$ cat src/rtl/bram_dual_requester_arbiter_if.sv
// Requester-side bundle for the dual-requester BRAM arbiter.
// Two write-only and two read-only requesters share one macro.
interface bram_dual_requester_arbiter_if #(
  parameter int ADDR_WIDTH = 8,
  parameter int DATA_WIDTH = 32,
  parameter int NUM_WMASKS = 4
);
  logic                  wr0_valid;
  logic                  wr0_ready;
  logic [ADDR_WIDTH-1:0] wr0_addr;
  logic [DATA_WIDTH-1:0] wr0_data;
  logic [NUM_WMASKS-1:0] wr0_mask;
  logic                  wr1_valid;
  logic                  wr1_ready;
  logic [ADDR_WIDTH-1:0] wr1_addr;
  logic [DATA_WIDTH-1:0] wr1_data;
  logic [NUM_WMASKS-1:0] wr1_mask;
  logic                  rd0_valid;
  logic                  rd0_ready;
  logic [ADDR_WIDTH-1:0] rd0_addr;
  logic                  rd0_rvalid;
  logic [DATA_WIDTH-1:0] rd0_rdata;
  logic                  rd1_valid;
  logic                  rd1_ready;
  logic [ADDR_WIDTH-1:0] rd1_addr;
  logic                  rd1_rvalid;
  logic [DATA_WIDTH-1:0] rd1_rdata;

  modport master (
    output wr0_valid, wr0_addr, wr0_data, wr0_mask,
    output wr1_valid, wr1_addr, wr1_data, wr1_mask,
    output rd0_valid, rd0_addr,
    output rd1_valid, rd1_addr,
    input  wr0_ready, wr1_ready,
    input  rd0_ready, rd1_ready,
    input  rd0_rvalid, rd0_rdata,
    input  rd1_rvalid, rd1_rdata
  );

  modport slave (
    input  wr0_valid, wr0_addr, wr0_data, wr0_mask,
    input  wr1_valid, wr1_addr, wr1_data, wr1_mask,
    input  rd0_valid, rd0_addr,
    input  rd1_valid, rd1_addr,
    output wr0_ready, wr1_ready,
    output rd0_ready, rd1_ready,
    output rd0_rvalid, rd0_rdata,
    output rd1_rvalid, rd1_rdata
  );
endinterface

$ cat src/rtl/bram_dual_requester_arbiter.sv
// Round-robin sharing of a 1RW1R SRAM macro between two requesters.
// Port 0 carries writes only, port 1 reads only.
module bram_dual_requester_arbiter #(
  parameter int ADDR_WIDTH = 8,
  parameter int DATA_WIDTH = 32,
  parameter int NUM_WMASKS = 4,
  parameter int HAZARD_MAX = 4
) (
  input  logic                  clk,
  input  logic                  rst,
  bram_dual_requester_arbiter_if.slave req,
  output logic                  sram_csb0,
  output logic                  sram_web0,
  output logic [NUM_WMASKS-1:0] sram_wmask0,
  output logic [ADDR_WIDTH-1:0] sram_addr0,
  output logic [DATA_WIDTH-1:0] sram_din0,
  output logic                  sram_csb1,
  output logic [ADDR_WIDTH-1:0] sram_addr1,
  input  logic [DATA_WIDTH-1:0] sram_dout1
);

  localparam int HW = $clog2(HAZARD_MAX + 1);

  logic          wr_ptr_q, wr_ptr_d;
  logic          rd_ptr_q, rd_ptr_d;
  logic          rv_q, rv_d;
  logic          tag_q, tag_d;
  logic [HW-1:0] hcnt_q, hcnt_d;

  logic                  holdoff;
  logic                  w_any, w_sel, w_xfer, w_live;
  logic [ADDR_WIDTH-1:0] w_addr;
  logic [DATA_WIDTH-1:0] w_data;
  logic [NUM_WMASKS-1:0] w_mask;
  logic                  r_any, r_sel, r_xfer, hazard;
  logic [ADDR_WIDTH-1:0] r_addr;

  // On contention the requester not named by the pointer wins.
  always_comb begin
    holdoff = (hcnt_q == HW'(HAZARD_MAX));
    w_any   = req.wr0_valid | req.wr1_valid;
    w_sel   = (req.wr0_valid & req.wr1_valid) ?
              ~wr_ptr_q : req.wr1_valid;
    w_xfer  = w_any & ~holdoff;
    w_addr  = w_sel ? req.wr1_addr : req.wr0_addr;
    w_data  = w_sel ? req.wr1_data : req.wr0_data;
    w_mask  = w_sel ? req.wr1_mask : req.wr0_mask;
    w_live  = w_xfer & (|w_mask);
    r_any   = req.rd0_valid | req.rd1_valid;
    r_sel   = (req.rd0_valid & req.rd1_valid) ?
              ~rd_ptr_q : req.rd1_valid;
    r_addr  = r_sel ? req.rd1_addr : req.rd0_addr;
    hazard  = w_xfer & r_any & (w_addr == r_addr);
    r_xfer  = r_any & ~hazard;
  end

  assign req.wr0_ready = w_xfer & ~w_sel;
  assign req.wr1_ready = w_xfer &  w_sel;
  assign req.rd0_ready = r_xfer & ~r_sel;
  assign req.rd1_ready = r_xfer &  r_sel;

  // Idle write port parks on wr0 values to limit toggling.
  assign sram_csb0   = ~w_live;
  assign sram_web0   = ~w_live;
  assign sram_wmask0 = w_live ? w_mask : '0;
  assign sram_addr0  = w_xfer ? w_addr : req.wr0_addr;
  assign sram_din0   = w_xfer ? w_data : req.wr0_data;
  assign sram_csb1   = ~r_xfer;
  assign sram_addr1  = r_addr;

  assign req.rd0_rvalid = rv_q & ~tag_q;
  assign req.rd1_rvalid = rv_q &  tag_q;
  assign req.rd0_rdata  = sram_dout1;
  assign req.rd1_rdata  = sram_dout1;

  always_comb begin
    wr_ptr_d = wr_ptr_q;
    rd_ptr_d = rd_ptr_q;
    tag_d    = tag_q;
    rv_d     = r_xfer;
    hcnt_d   = '0;
    if (w_xfer) wr_ptr_d = w_sel;
    if (r_xfer) begin
      rd_ptr_d = r_sel;
      tag_d    = r_sel;
    end
    if (hazard && !holdoff) hcnt_d = hcnt_q + 1'b1;
    else if (hazard)        hcnt_d = hcnt_q;
  end

  always_ff @(posedge clk) begin
    if (rst) begin
      wr_ptr_q <= 1'b0;
      rd_ptr_q <= 1'b0;
      rv_q     <= 1'b0;
      tag_q    <= 1'b0;
      hcnt_q   <= '0;
    end else begin
      wr_ptr_q <= wr_ptr_d;
      rd_ptr_q <= rd_ptr_d;
      rv_q     <= rv_d;
      tag_q    <= tag_d;
      hcnt_q   <= hcnt_d;
    end
  end

endmodule

$ cat src/flat_wrapper.sv
// flat-port wrapper written by rule: the top's interface ports become plain ports
module bram_dual_requester_arbiter_flat 
#(
  parameter int ADDR_WIDTH = 8,
  parameter int DATA_WIDTH = 32,
  parameter int NUM_WMASKS = 4,
  parameter int HAZARD_MAX = 4
)
  (clk, rst, sram_csb0, sram_web0, sram_wmask0, sram_addr0, sram_din0, sram_csb1, sram_addr1, sram_dout1, req_wr0_valid, req_wr0_addr, req_wr0_data, req_wr0_mask, req_wr1_valid, req_wr1_addr, req_wr1_data, req_wr1_mask, req_rd0_valid, req_rd0_addr, req_rd1_valid, req_rd1_addr, req_wr0_ready, req_wr1_ready, req_rd0_ready, req_rd1_ready, req_rd0_rvalid, req_rd0_rdata, req_rd1_rvalid, req_rd1_rdata);
  bram_dual_requester_arbiter_if #(.ADDR_WIDTH(ADDR_WIDTH), .DATA_WIDTH(DATA_WIDTH), .NUM_WMASKS(NUM_WMASKS)) req_i ();
  input  logic clk;
  input  logic rst;
  output logic sram_csb0;
  output logic sram_web0;
  output logic [NUM_WMASKS-1:0] sram_wmask0;
  output logic [ADDR_WIDTH-1:0] sram_addr0;
  output logic [DATA_WIDTH-1:0] sram_din0;
  output logic sram_csb1;
  output logic [ADDR_WIDTH-1:0] sram_addr1;
  input  logic [DATA_WIDTH-1:0] sram_dout1;
  input wire logic [$bits(req_i.wr0_valid)-1:0] req_wr0_valid;
  input wire logic [$bits(req_i.wr0_addr)-1:0] req_wr0_addr;
  input wire logic [$bits(req_i.wr0_data)-1:0] req_wr0_data;
  input wire logic [$bits(req_i.wr0_mask)-1:0] req_wr0_mask;
  input wire logic [$bits(req_i.wr1_valid)-1:0] req_wr1_valid;
  input wire logic [$bits(req_i.wr1_addr)-1:0] req_wr1_addr;
  input wire logic [$bits(req_i.wr1_data)-1:0] req_wr1_data;
  input wire logic [$bits(req_i.wr1_mask)-1:0] req_wr1_mask;
  input wire logic [$bits(req_i.rd0_valid)-1:0] req_rd0_valid;
  input wire logic [$bits(req_i.rd0_addr)-1:0] req_rd0_addr;
  input wire logic [$bits(req_i.rd1_valid)-1:0] req_rd1_valid;
  input wire logic [$bits(req_i.rd1_addr)-1:0] req_rd1_addr;
  output wire logic [$bits(req_i.wr0_ready)-1:0] req_wr0_ready;
  output wire logic [$bits(req_i.wr1_ready)-1:0] req_wr1_ready;
  output wire logic [$bits(req_i.rd0_ready)-1:0] req_rd0_ready;
  output wire logic [$bits(req_i.rd1_ready)-1:0] req_rd1_ready;
  output wire logic [$bits(req_i.rd0_rvalid)-1:0] req_rd0_rvalid;
  output wire logic [$bits(req_i.rd0_rdata)-1:0] req_rd0_rdata;
  output wire logic [$bits(req_i.rd1_rvalid)-1:0] req_rd1_rvalid;
  output wire logic [$bits(req_i.rd1_rdata)-1:0] req_rd1_rdata;
  assign req_i.wr0_valid = req_wr0_valid;
  assign req_i.wr0_addr = req_wr0_addr;
  assign req_i.wr0_data = req_wr0_data;
  assign req_i.wr0_mask = req_wr0_mask;
  assign req_i.wr1_valid = req_wr1_valid;
  assign req_i.wr1_addr = req_wr1_addr;
  assign req_i.wr1_data = req_wr1_data;
  assign req_i.wr1_mask = req_wr1_mask;
  assign req_i.rd0_valid = req_rd0_valid;
  assign req_i.rd0_addr = req_rd0_addr;
  assign req_i.rd1_valid = req_rd1_valid;
  assign req_i.rd1_addr = req_rd1_addr;
  assign req_wr0_ready = req_i.wr0_ready;
  assign req_wr1_ready = req_i.wr1_ready;
  assign req_rd0_ready = req_i.rd0_ready;
  assign req_rd1_ready = req_i.rd1_ready;
  assign req_rd0_rvalid = req_i.rd0_rvalid;
  assign req_rd0_rdata = req_i.rd0_rdata;
  assign req_rd1_rvalid = req_i.rd1_rvalid;
  assign req_rd1_rdata = req_i.rd1_rdata;
  bram_dual_requester_arbiter #(.ADDR_WIDTH(ADDR_WIDTH), .DATA_WIDTH(DATA_WIDTH), .NUM_WMASKS(NUM_WMASKS), .HAZARD_MAX(HAZARD_MAX)) u_core (.clk(clk), .rst(rst), .req(req_i), .sram_csb0(sram_csb0), .sram_web0(sram_web0), .sram_wmask0(sram_wmask0), .sram_addr0(sram_addr0), .sram_din0(sram_din0), .sram_csb1(sram_csb1), .sram_addr1(sram_addr1), .sram_dout1(sram_dout1));
endmodule
$ cat config.mk
export PLATFORM = sky130hd
export DESIGN_NAME = bram_dual_requester_arbiter_flat
export DESIGN_NICKNAME = d
export VERILOG_FILES = /design/src/rtl/bram_dual_requester_arbiter_if.sv /design/src/rtl/bram_dual_requester_arbiter.sv /design/src/flat_wrapper.sv
export SDC_FILE = /design/constraint.sdc
export NUM_CORES = 1
export LEC_CHECK = 0
export CORE_AREA = 2 2 105 107
export CTS_CLUSTER_DIAMETER = 200
export DETAILED_ROUTE_END_ITERATION = 6
export DIE_AREA = 0 0 107 109
export MAX_ROUTING_LAYER = met4
export SYNTH_ARGS = -nofsm -noshare
export SYNTH_HDL_FRONTEND = slang
export SYNTH_SLANG_ARGS = --single-unit
$ cat constraint.sdc
create_clock -name clk -period 3.2 [get_ports clk]
set_clock_uncertainty 0.2 [all_clocks]
set_input_delay 0.48 -clock clk [delete_from_list [all_inputs] [get_ports clk]]
set_output_delay 0.48 -clock clk [all_outputs]
set_load 0.1 [all_outputs]
==> flow_results.org <==
** Clock network
- The root buffer cell chosen for the clock tree is sky130_fd_sc_hd__clkbuf_8.
- The longest clock path from root to sink contains 2 buffers.
- TritonCTS built the clock tree.
- The later pin in the worst-skew pair is clocked with a latency of 220 ps.
- The clock drives 6 sinks.
- Number of buffers inserted during clock tree synthesis :: 3
- After clock tree synthesis, the clock-pin slew on the worst setup and hold paths is 40 ps.
- Hold bufs inserted after CTS :: 0
- H-tree depth reported by CTS :: 1

** Critical path
- Most used cell along the critical path :: sky130_fd_sc_hd__buf_12
- Peak fanout along the critical path :: 4
- Data required time at the worst endpoint :: 2520 ps
- STA classifies the critical path endpoint as an output port.
- In this design, the stage delay of the slowest critical-path cell is 330 ps.
- Data arrives at the worst endpoint at 2440 ps.
- STA classifies the critical path startpoint as an input port.
- Walking the worst path, the cells encountered are dlygate4sd2_1 -> a21boi_4 -> buf_12 -> buf_16 -> mux2_4 -> xor2_4 -> nand3b_1 -> nor3_2 -> buf_4 -> or2_4 -> buf_12.
- The critical path contains buffers and inverters numbering 5 combined.
- The worst setup path is of the input port to output port kind.
- On the critical path, the stage with the largest delay is an instance of sky130_fd_sc_hd__mux2_4.
- On the critical path the largest part of the delay comes from buffers and inverters.

** Yosys
- The number of nets handed over by synthesis was 338.
- Cell count after synthesis :: 194
- Number of distinct library cell variants in the gate-level netlist after synthesis :: 30
- A synthesized cell averages 8.51 um^2.
- Top_reg_cell synth :: sky130_fd_sc_hd__dfxtp_1
- In the synthesized netlist the async set-or-reset flop fraction comes to 0%.
- Synthesized cell area :: 0.00165 mm^2
- In this run, synthesis inferred 0 flip-flops with an integrated enable.
- Sequential elements use 7.27% of the synthesized area.
- Total of warnings raised by yosys :: 0
- Counting flops and latches in the post-synthesis netlist gives 6.

** GRT
- Grt ovf :: 0
- Global-route wire length before repair :: 9.96 mm
- Tot GR Track Use :: 11.0%
- Initial antenna violation count :: 0
- Entering global routing, the biggest net connects 24 pins.
- Via count of the first global-routing pass :: 1995

** STA
- The worst path uses 97.5% of the clock period.
- After routing, the total negative slack on setup checks comes to 0 ps.
- Timing would allow up to 0.320 GHz.
- Max-slew headroom at the worst pin :: 79.0%
- On the final layout, the worst hold slack is 298 ps.
- Hold violation total from the final report :: 0
- Setup WS post-layout :: 79.5 ps
- Worst Tran Pin Value :: 313 ps
- Fin. max-slew vios :: 0
- Setup violations remaining at the end of the flow were counted as 0.
- The routed design could run at a clock period as short as 3120 ps.

** Run
- Number of violations of the max-capacitance limit :: 0

** Outcome
- Outcome :: finished clean

** Placed design
- Routability congestion estimate :: 0.811
- Detailed placer's ending HPWL :: 5.59 mm
- I/O Buffers :: 170
- Prior to clock tree synthesis, the placed netlist has a worst setup slack of -222 ps.

** Layout
- The number of antenna diodes in the final layout is 0.
- In the final design database the tool counted 479 nets.
- Of the cells placed in the final design, the portion with a size suffix greater than 1 is 50.8%.
- Relative area change from synthesis to final layout :: 153%

** Floorplan
- Once the floorplan was initialized, standard cells occupied 15.6% of the core.
- Row generation in the floorplan step produced 38 rows.
- Measured along the x axis, the die boundary spans 107 um.
- Die area :: 0.0117 mm^2
- Io pins :: 267
- The core region is 0.0106 mm^2.
- The die is 109 um tall.

** Detailed routing
- In this run, the number of DRC markers left after iteration 0 of detailed routing was 65.
- Post-route ant nets :: 0
- In the final routed layout, each cell accounts on average for 14.0 um.
- Average vias per placed instance :: 3.89
- The first detailed-routing pass ran for 4 iterations.
- Across all layers, the routed design uses 1838 vias.
- Routed wire length :: 6.60 mm
- In the routed design, unresolved DRC markers number 0.

** Pwr
- Dividing total power by cell area gives a power density of 348 mW/mm^2.
- VDD IR-drop max :: 158 uV
- Static power due to leakage :: 0.00174 uW

** Min path
- The tightest min-delay check is of the flop to flop type.
[through the flow]
stage	instance area, um^2	power (uW)	util, %	std cells
finish	4180	1460	39.5	473
global route	4180	1510	39.5	473
CTS	4120	1460	38.9	472
detailed placement	3890	1280	36.7	456
global placement	3890	1280	36.7	456
floorplan	1720	1130	-	194
[synthesized netlist by cell type (2+ instances only)]
master / number / area (um^2)
sky130_fd_sc_hd__buf_4: 65 / 488
sky130_fd_sc_hd__mux2_2: 47 / 529
sky130_fd_sc_hd__mux2i_1: 12 / 120
sky130_fd_sc_hd__nor2_1: 8 / 30.0
sky130_fd_sc_hd__xor2_1: 8 / 70.1
sky130_fd_sc_hd__dfxtp_1: 6 / 120
sky130_fd_sc_hd__nand2_1: 6 / 22.5
sky130_fd_sc_hd__and2_1: 4 / 25.0
sky130_fd_sc_hd__buf_1: 4 / 15.0
sky130_fd_sc_hd__inv_1: 3 / 11.3
sky130_fd_sc_hd__nand4_1: 3 / 18.8
sky130_fd_sc_hd__nor3_1: 3 / 15.0
sky130_fd_sc_hd__a21oi_1: 2 / 10.0
sky130_fd_sc_hd__buf_2: 2 / 10.0
sky130_fd_sc_hd__ha_1: 2 / 25.0
sky130_fd_sc_hd__nor3b_1: 2 / 15.0
sky130_fd_sc_hd__nor4_1: 2 / 12.5
sky130_fd_sc_hd__o21ai_0: 2 / 10.0
sky130_fd_sc_hd__or4_1: 2 / 15.0
[where the power goes]
part | internal, uW | leakage [uW] | switching, uW
logic | 550 | 0.00166 | 708
registers | 79.4 | 0.0000493 | 5.74
clock network | 80.9 | 0.0000216 | 33.3
total | 710 | 0.00174 | 747
[worst min-delay path, delay by kind of cell (launching register included)]
kind               cells  cell delay, ps
AOI/OAI and AO/OA      1              60
and+or+nand+nor        1              60
DFF                    1             320
[repair_timing]
action / 4_1_cts / 5_1_grt
resized for setup: 16 / 7
buffers inserted: 12 / 1
setup endpoints to repair: 3 / 6
pin swaps: 6 / 5
cloned: 1 / 0
[logic make-up after synthesis]
| family | Yosys count | share of synthesized area [%] |
|---|---|---|
| adders and majority gates | 2 | 1.51 |
| xor gates and xnor gates | 9 | 4.77 |
| buffers and inverters | 74 | 31.7 |
| and+or+nand+nor | 36 | 11.7 |
| AOI/OAI and AO/OA | 8 | 3.64 |
| muxes | 59 | 39.3 |
| DFF | 6 | 7.27 |
[state kept, by name, summed over array words and instances, names as in the netlist]
name and count:
u_core.rd_ptr_q 1, u_core.hcnt_q 3, u_core.wr_ptr_q 1, u_core.rv_q 1
[cells in the final DEF, fill, tap and decap left out, types with 2 or more instances in the layout]
cell / instances
sky130_fd_sc_hd__mux2i_4: 3
sky130_fd_sc_hd__clkdlybuf4s50_1: 105
sky130_fd_sc_hd__mux2i_1: 8
sky130_fd_sc_hd__ha_1: 2
sky130_fd_sc_hd__o21ai_1: 2
sky130_fd_sc_hd__mux2_2: 39
sky130_fd_sc_hd__a21oi_1: 2
sky130_fd_sc_hd__nor3_2: 2
sky130_fd_sc_hd__dfxtp_1: 6
sky130_fd_sc_hd__xor2_1: 3
sky130_fd_sc_hd__dlygate4sd2_1: 4
sky130_fd_sc_hd__nand2_1: 5
sky130_fd_sc_hd__clkbuf_8: 3
sky130_fd_sc_hd__or4_1: 2
sky130_fd_sc_hd__and2_1: 4
sky130_fd_sc_hd__buf_4: 32
sky130_fd_sc_hd__a21boi_4: 2
sky130_fd_sc_hd__buf_12: 64
sky130_fd_sc_hd__inv_1: 3
sky130_fd_sc_hd__xor2_2: 4
sky130_fd_sc_hd__nor2_1: 5
sky130_fd_sc_hd__nor3b_1: 2
sky130_fd_sc_hd__nor2_4: 3
sky130_fd_sc_hd__nand4_1: 3
sky130_fd_sc_hd__mux2_4: 8
[path summary, 6_finish.rpt]
| check | from | to | slack (ps) | cells after the start |
|---|---|---|---|---|
| setup / recovery | req_rd0_valid | sram_csb1 | 80 | 11 |
| hold / removal | u_core.wr_ptr_q | u_core.wr_ptr_q | 300 | 2 |
| setup reg to reg | u_core.rd_ptr_q | u_core.hcnt_q[0] | 280 | 16 |
| hold reg to reg | u_core.wr_ptr_q | u_core.wr_ptr_q | 300 | 2 |
[layout make-up]
type	count	area (um^2)
sequential	6	120
tap	140	175
timing repair buffer	207	2650
fill	1000	6420
inverter	3	11.3
clock buffer	3	41.3
multi-input combinational	114	1190
[routing by layer]
| metal | share of wire, % | GRT usage, % | vias up |
|---|---|---|---|
| met5 | 0 | - | - |
| met4 | 2.6 | 4.45 | 0 |
| met3 | 8.3 | 2.45 | 21 |
| met2 | 54 | 19.9 | 104 |
| met1 | 36 | 11.7 | 832 |
| li1 | - | - | 881 |
(Power assumes the default switching activity.)
